## config.mk

```make
export PLATFORM = sky130hd
export DESIGN_NAME = calc_sequencer
export DESIGN_NICKNAME = d
export VERILOG_FILES = /design/src/rtl/calc_sequencer.sv
export SDC_FILE = /design/constraint.sdc
export NUM_CORES = 1
export LEC_CHECK = 0
export CORE_MARGIN = 1.5
export CORE_UTILIZATION = 40
export CTS_CLUSTER_DIAMETER = 200
export DETAILED_ROUTE_END_ITERATION = 8
export PLACE_DENSITY = 0.74
export SLEW_MARGIN = 20
export SYNTH_ARGS = -nofsm -noshare
export SYNTH_HDL_FRONTEND = slang
export SYNTH_SLANG_ARGS = --single-unit
```

## constraint.sdc

```tcl
create_clock -name clk -period 2.45 [get_ports clk]
set_clock_uncertainty 0.15 [all_clocks]
set_input_delay 0.49 -clock clk [delete_from_list [all_inputs] [get_ports clk]]
set_output_delay 0.49 -clock clk [all_outputs]
set_load 0.02 [all_outputs]
```

## src/rtl/calc_sequencer.sv

```systemverilog
`default_nettype none
// ============================================================================
// Module   : calc_sequencer
// Purpose  : Calculator front-end controller. Collects operand 1, operand 2
//            and an operation code from the switches on centre-button
//            presses, issues a single start pulse to the ALU, waits for its
//            done handshake (bounded by TIMEOUT cycles) and selects the
//            value shown on the 7-segment display.
// Revision : 1.0 - initial release
// ============================================================================
module calc_sequencer #(
    parameter int W       = 16,
    parameter int OPW     = 2,
    parameter int TIMEOUT = 64
) (
    input  logic           clk,
    input  logic           reset,
    input  logic           BTNC,
    input  logic           BTNU,
    input  logic [W-1:0]   sw,
    output logic [W-1:0]   alu_a,
    output logic [W-1:0]   alu_b,
    output logic [OPW-1:0] alu_op,
    output logic           alu_start,
    input  logic           alu_done,
    input  logic [W-1:0]   alu_result,
    output logic [W-1:0]   display_value,
    output logic [2:0]     estado,
    output logic           error
);

    // State encoding is visible on the estado port, so it is fixed here.
    localparam logic [2:0] c_S_WAIT_OP1    = 3'd0;
    localparam logic [2:0] c_S_WAIT_OP2    = 3'd1;
    localparam logic [2:0] c_S_WAIT_OP     = 3'd2;
    localparam logic [2:0] c_S_EXEC        = 3'd3;
    localparam logic [2:0] c_S_SHOW_RESULT = 3'd4;

    // Counter wide enough to hold TIMEOUT-1 without wrapping.
    localparam int              c_CW       = $clog2(TIMEOUT + 1);
    localparam logic [c_CW-1:0] c_CNT_LAST = c_CW'(TIMEOUT - 1);
    localparam logic [c_CW-1:0] c_CNT_ONE  = c_CW'(1);

    logic [2:0]      r_state;
    logic [W-1:0]    r_alu_a;
    logic [W-1:0]    r_alu_b;
    logic [OPW-1:0]  r_alu_op;
    logic [W-1:0]    r_result;
    logic            r_alu_start;
    logic            r_error;
    logic [c_CW-1:0] r_cnt;
    logic            r_btnc_q;
    logic            r_btnu_q;

    logic            w_press_c;
    logic            w_press_u;
    logic [W-1:0]    w_display;

    // A held level yields a single press on its rising edge only.
    assign w_press_c = BTNC & ~r_btnc_q;
    assign w_press_u = BTNU & ~r_btnu_q;

    // Button history, sampled every cycle so presses in EXEC are consumed.
    always_ff @(posedge clk) begin
        if (reset) begin
            r_btnc_q <= 1'b0;
            r_btnu_q <= 1'b0;
        end else begin
            r_btnc_q <= BTNC;
            r_btnu_q <= BTNU;
        end
    end

    // Sequencer: operand/op capture, ALU launch, done/timeout, clear.
    always_ff @(posedge clk) begin
        if (reset) begin
            r_state     <= c_S_WAIT_OP1;
            r_alu_a     <= '0;
            r_alu_b     <= '0;
            r_alu_op    <= '0;
            r_result    <= '0;
            r_alu_start <= 1'b0;
            r_error     <= 1'b0;
            r_cnt       <= '0;
        end else begin
            // Start is a one-cycle pulse; only the WAIT_OP launch raises it.
            r_alu_start <= 1'b0;
            if (w_press_u) begin
                // Clear beats any simultaneous centre press and abandons EXEC.
                r_state  <= c_S_WAIT_OP1;
                r_alu_a  <= '0;
                r_alu_b  <= '0;
                r_alu_op <= '0;
                r_result <= '0;
                r_error  <= 1'b0;
                r_cnt    <= '0;
            end else begin
                case (r_state)
                    c_S_WAIT_OP1: begin
                        if (w_press_c) begin
                            r_alu_a <= sw;
                            r_state <= c_S_WAIT_OP2;
                        end
                    end
                    c_S_WAIT_OP2: begin
                        if (w_press_c) begin
                            r_alu_b <= sw;
                            r_state <= c_S_WAIT_OP;
                        end
                    end
                    c_S_WAIT_OP: begin
                        if (w_press_c) begin
                            r_alu_op    <= sw[OPW-1:0];
                            r_alu_start <= 1'b1;
                            r_cnt       <= '0;
                            r_state     <= c_S_EXEC;
                        end
                    end
                    c_S_EXEC: begin
                        // Done has priority over a timeout in the same cycle.
                        if (alu_done) begin
                            r_result <= alu_result;
                            r_error  <= 1'b0;
                            r_state  <= c_S_SHOW_RESULT;
                        end else if (r_cnt == c_CNT_LAST) begin
                            r_result <= '0;
                            r_error  <= 1'b1;
                            r_state  <= c_S_SHOW_RESULT;
                        end else begin
                            r_cnt <= r_cnt + c_CNT_ONE;
                        end
                    end
                    c_S_SHOW_RESULT: begin
                        if (w_press_c) begin
                            r_error <= 1'b0;
                            r_state <= c_S_WAIT_OP1;
                        end
                    end
                    default: begin
                        r_state <= c_S_WAIT_OP1;
                    end
                endcase
            end
        end
    end

    // Display follows live switches while entering, the result afterwards.
    always_comb begin
        w_display = '0;
        case (r_state)
            c_S_WAIT_OP1:    w_display = sw;
            c_S_WAIT_OP2:    w_display = sw;
            c_S_WAIT_OP:     w_display = {{(W-OPW){1'b0}}, sw[OPW-1:0]};
            c_S_EXEC:        w_display = r_result;
            c_S_SHOW_RESULT: w_display = r_result;
            default:         w_display = '0;
        endcase
    end

    assign alu_a         = r_alu_a;
    assign alu_b         = r_alu_b;
    assign alu_op        = r_alu_op;
    assign alu_start     = r_alu_start;
    assign display_value = w_display;
    assign estado        = r_state;
    assign error         = r_error;

endmodule
`default_nettype wire
```

# == Word level (Yosys, flattened, before mapping) ==
# Index checks and enable logic that the tools add are counted.
# totals
reg_bits,64
in_bits,37
out_inout_bits,55
elab_cells,62
# op_classes
n_addsub,1
eq_ne,12
mux,19
bitwise_logic,5
n_reduce_logical,15
# ops
operator,count
$pmux 16 s3,1
$mux 16,2
$mux 7,3
$mux 3,6
$pmux 3 s5,1
$pmux 7 s2,1
$ne 2x2->1 const B,6
$reduce_and 2->1,4
$add 7x1->7 const B,1
$eq 7x6->1 const B,1
$eq 3x2->1 const B,2
$reduce_bool 2->1,3
$reduce_or 2->1,3
$reduce_and 5->1,1
$mux 1,4
$reduce_and 4->1,1
$eq 3x1->1 const B,1
$eq 3x3->1 const B,1
$logic_not 3->1,1
$ne 3x3->1 const B,1
$not 1->1,3
$reduce_and 3->1,1
$reduce_or 3->1,1
$and 1x1->1,2
$pmux 1 s2,1

# == Longest topological paths before layout ==
# Gate-level depths: netlist of the first run.
# depth
ltp_word,4
ltp_mapped,6
ltp_nobuf,5

# == Worst setup path after synthesis of the first run ==
# No wires, ideal clock.
# synth_path
path_type,reg-to-output
start,reg r_state[2] (netlist: estado[2])
end,out display_value[12]
arrival_time_ns,1.720
t_required_ns,1.810
slack_ns,0.090
path_stages_with_launch,7
n_path_buf,3
cell_sequence,dfxtp_1 buf_2 nor2b_1 clkbuf_2 buf_4 a21oi_1 o21ai_0
# synth_between
elab_chain_len,3
word_cells_on_any_way,8
classes_between,4 x eq/ne; 1 x mux; 3 x reduce/logical
# synth_lines
item,line_no,source
from (decl),44,logic [2:0] r_state;
from (signal assigned),77,r_state <= c_S_WAIT_OP1;
from (signal assigned),90,r_state <= c_S_WAIT_OP1;
from (signal assigned),102,r_state <= c_S_WAIT_OP2;
$eq 3x3->1 (tied with other cells),150,case (r_state)
$reduce_or 2->1 (no line),--,
$pmux 16 s3 *,150,
to (decl),27,"output logic [W-1:0] display_value,"
# Mark *: on every way between the ends. The rest lies on a longest branch, timed or not.

# == Final worst setup path of the first run ==
# layout_path
start,in sw[1]
end,out display_value[1]
# layout_between
elab_chain_len,1
# layout_lines
item,line_no,source
from (decl),20,"input logic [W-1:0] sw,"
$pmux 16 s3,150,
# No other way between the ends.

==> impl_metrics.tcl, run 1 <==
set metrics [dict create \
    status "complete, no violations" \
    die_h_um 87.6 \
    power_density_nw_per_um2 584 \
    ys_ff_latch 64 \
    grt_max_degree 36 \
    crit_arrival_ns 1.75 \
    final-setup-viol-count 0 \
    detailed_place_hpwl_mm 5.74 \
    drc 0 \
    routed_wl_mm 7.93 \
    nets 469 \
    fin_util 0.597 \
    clk_latency_ns 0.34 \
    ys_seq_area_frac 0.448 \
    finalCritPeriodShare 0.975 \
    critPathLaunch "sw[1]" \
    finalHoldViolCount 0 \
    drive_gt1_frac 0.158 \
    ioPinCount 92 \
    cts_tree "built" \
    grt_pass1_vias 2599 \
    port_buffers 91 \
    cts_hold_buffers 0 \
    maxSlewViolCount 0 \
    hold_path.class "reg2reg" \
    required_ns 1.81 \
    num_vias 2744 \
    clockBufferDepth 2 \
    fmaxAchievable_mhz 419 \
    cp_max_fo 3 \
    maxUsedRoutingLayer "met4" \
    antenna_left 0 \
    finalSetupTns_ns 0 \
    dr.pass1.iters 4 \
    synth_area_sq_um 2860 \
    n_antenna_cell 0 \
    die_w_um 87.6 \
    grt_usage 0.218 \
    reg2reg_from "estado[2]$_SDFFE_PP0P_" \
    yosysWarnings 0 \
    clock_sinks 64 \
    antenna_found_initial 0 \
    cts_root_buf "clkbuf_8" \
    wl_per_cell_um 14.9 \
    die_area_sq_um 7670 \
    ys.flop_type "dfxtp_1" \
    leakage_nw 1.64 \
    period_minus_slack_ns 2.39 \
    wl_met3_um 441 \
    dpl.cell_count 516 \
    start_util 0.417 \
    routedLengthMet1_mm 3.63 \
    worst_slew_pin_slew_ns 0.608 \
    synth-edff-count 0 \
    syn_inst 326 \
    cp-start-kind "primary input" \
    final_cells 532 \
    final_common_cell "clkdlybuf4s50_1" \
    syn_nets 364 \
    layout_common_cells "75 x clkdlybuf4s50_1, 64 x dfxtp_1, 49 x nand2_1, 37 x a21oi_1" \
    core_sq_um 6870 \
    irDropWorstVdd_mv 0.321 \
    slew_headroom 0.595 \
    synth_cell_types 44 \
    rsz0062_at_grt "false" \
    cts.clk_slew.worst_paths_ns 0.07 \
    crit_type "in2out" \
    drt_iter0_drc 100 \
    critPathCaptureType "output port" \
    cts_made_buffers 9 \
    async_flop_share 0 \
    min_from "alu_a[3]$_SDFFE_PP0P_" \
    viasPerCell 5.16 \
    grt_pass1_wl_mm 12.8 \
    htreeDepth 3 \
    hold_ws_ns 0.309 \
    syn_area_per_cell_sq_um 8.78 \
    grt_overflow 0 \
    place.gp.congestion 0.842 \
    syn2layout_area_growth_pct 43.4 \
    cap_violations 0 \
    dr_wl_met2_mm 3.71 \
    r2r_slack_ns 0.37 \
    rows 30 \
]
[state kept, by name, summed over array words and instances, names as in the netlist]
register / flops
alu_start: 1
r_btnc_q: 1
alu_b: 16
r_btnu_q: 1
alu_op: 2
error: 1
alu_a: 16
r_cnt: 7
estado: 3
r_result: 16
[power breakdown]
| group | internal, mW | switching, mW | leakage (nW) |
|---|---|---|---|
| registers | 1.06 | 0.00946 | 0.518 |
| logic | 0.153 | 0.163 | 1.02 |
| clock network | 0.599 | 0.416 | 0.106 |
| total | 1.81 | 0.588 | 1.64 |
[cells in the mapped netlist (3+ instances only)]
| library cell | number | share of area |
|---|---|---|
| o21ai_0 | 16 | 0.028 |
| clkbuf_1 | 7 | 0.0092 |
| o22ai_1 | 3 | 0.0066 |
| buf_4 | 7 | 0.018 |
| buf_2 | 4 | 0.0070 |
| o31ai_1 | 3 | 0.0079 |
| mux2i_1 | 19 | 0.066 |
| nand2_2 | 4 | 0.0087 |
| a22o_1 | 16 | 0.049 |
| dfxtp_1 | 64 | 0.45 |
| o311ai_0 | 3 | 0.0092 |
| nand3_1 | 6 | 0.010 |
| a31oi_1 | 3 | 0.0066 |
| nand2_1 | 49 | 0.064 |
| a21oi_1 | 37 | 0.065 |
| nor2_1 | 27 | 0.035 |
| nor2b_1 | 25 | 0.055 |
[worst paths after layout]
check	endpoint	cells past startpoint
setup / recovery	display_value[1]	5
hold / removal	alu_a[3]$_SDFFE_PP0P_	2
setup reg to reg	r_result[4]$_SDFFE_PP0P_	5
hold reg to reg	alu_a[3]$_SDFFE_PP0P_	2
[logic make-up (layout without fill, tap and decap cells)]
group	Yosys count	in the layout	share of synthesized area
compound gates	87	87	0.194
fa+ha+maj	1	1	0.00437
buf+inv	25	135	0.0533
flops	64	64	0.448
mux	19	19	0.0664
simple gates	130	130	0.234
[metal layers]
metal / GRT usage / vias up
li1: - / 1350
met1: 0.289 / 1287
met2: 0.341 / 94
met3: 0.0622 / 13
met4: 0.0808 / 0
met5: 0 / -
[cell type report]
type                            instances  area (sq um)
Clock buffer                           11           141
Clock inverter                          5          80.1
Fill cell                             598          2770
Inverter                                1          3.75
Multi-Input combinational cell        237          1430
Sequential cell                        64          1280
Tap cell                               96           120
Timing Repair Buffer                  118          1050
[what timing repair did]
item,CTS,global route
pin swaps,1,0
buffers inserted,0,0
endpoints found under the setup margin,16,16
gates resized for setup,16,41
[worst max-delay path: stages]
cell and delay (ns):
clkdlybuf4s50_1 0.52, nor2b_1 0.15, a31oi_1 0.05, o22ai_1 0.20
clkdlybuf4s15_1 0.34
[through the flow]
step | cell area, sq um | power [mW] | setup slack [ns]
2_1_floorplan | 2860 | 1.25 | 0.0895
3_3_place_gp | 3950 | 1.42 | -0.245
3_5_place_dp | 3950 | 1.42 | -0.268
4_1_cts | 4150 | 2.42 | 0.0166
5_1_grt | 4100 | 2.49 | 0.00120
6_report | 4100 | 2.40 | 0.0622
Power figures use the tool's default switching activity.
==> run 2: changes to the inputs <==
--- a/config.mk
+++ b/config.mk
@@ -14,3 +14,4 @@
 export SYNTH_ARGS = -nofsm -noshare
 export SYNTH_HDL_FRONTEND = slang
 export SYNTH_SLANG_ARGS = --single-unit
+export TNS_END_PERCENT = 1
==> results of run 2 <==
No change in the layout: final DEF, timing and power equal those of run 1.
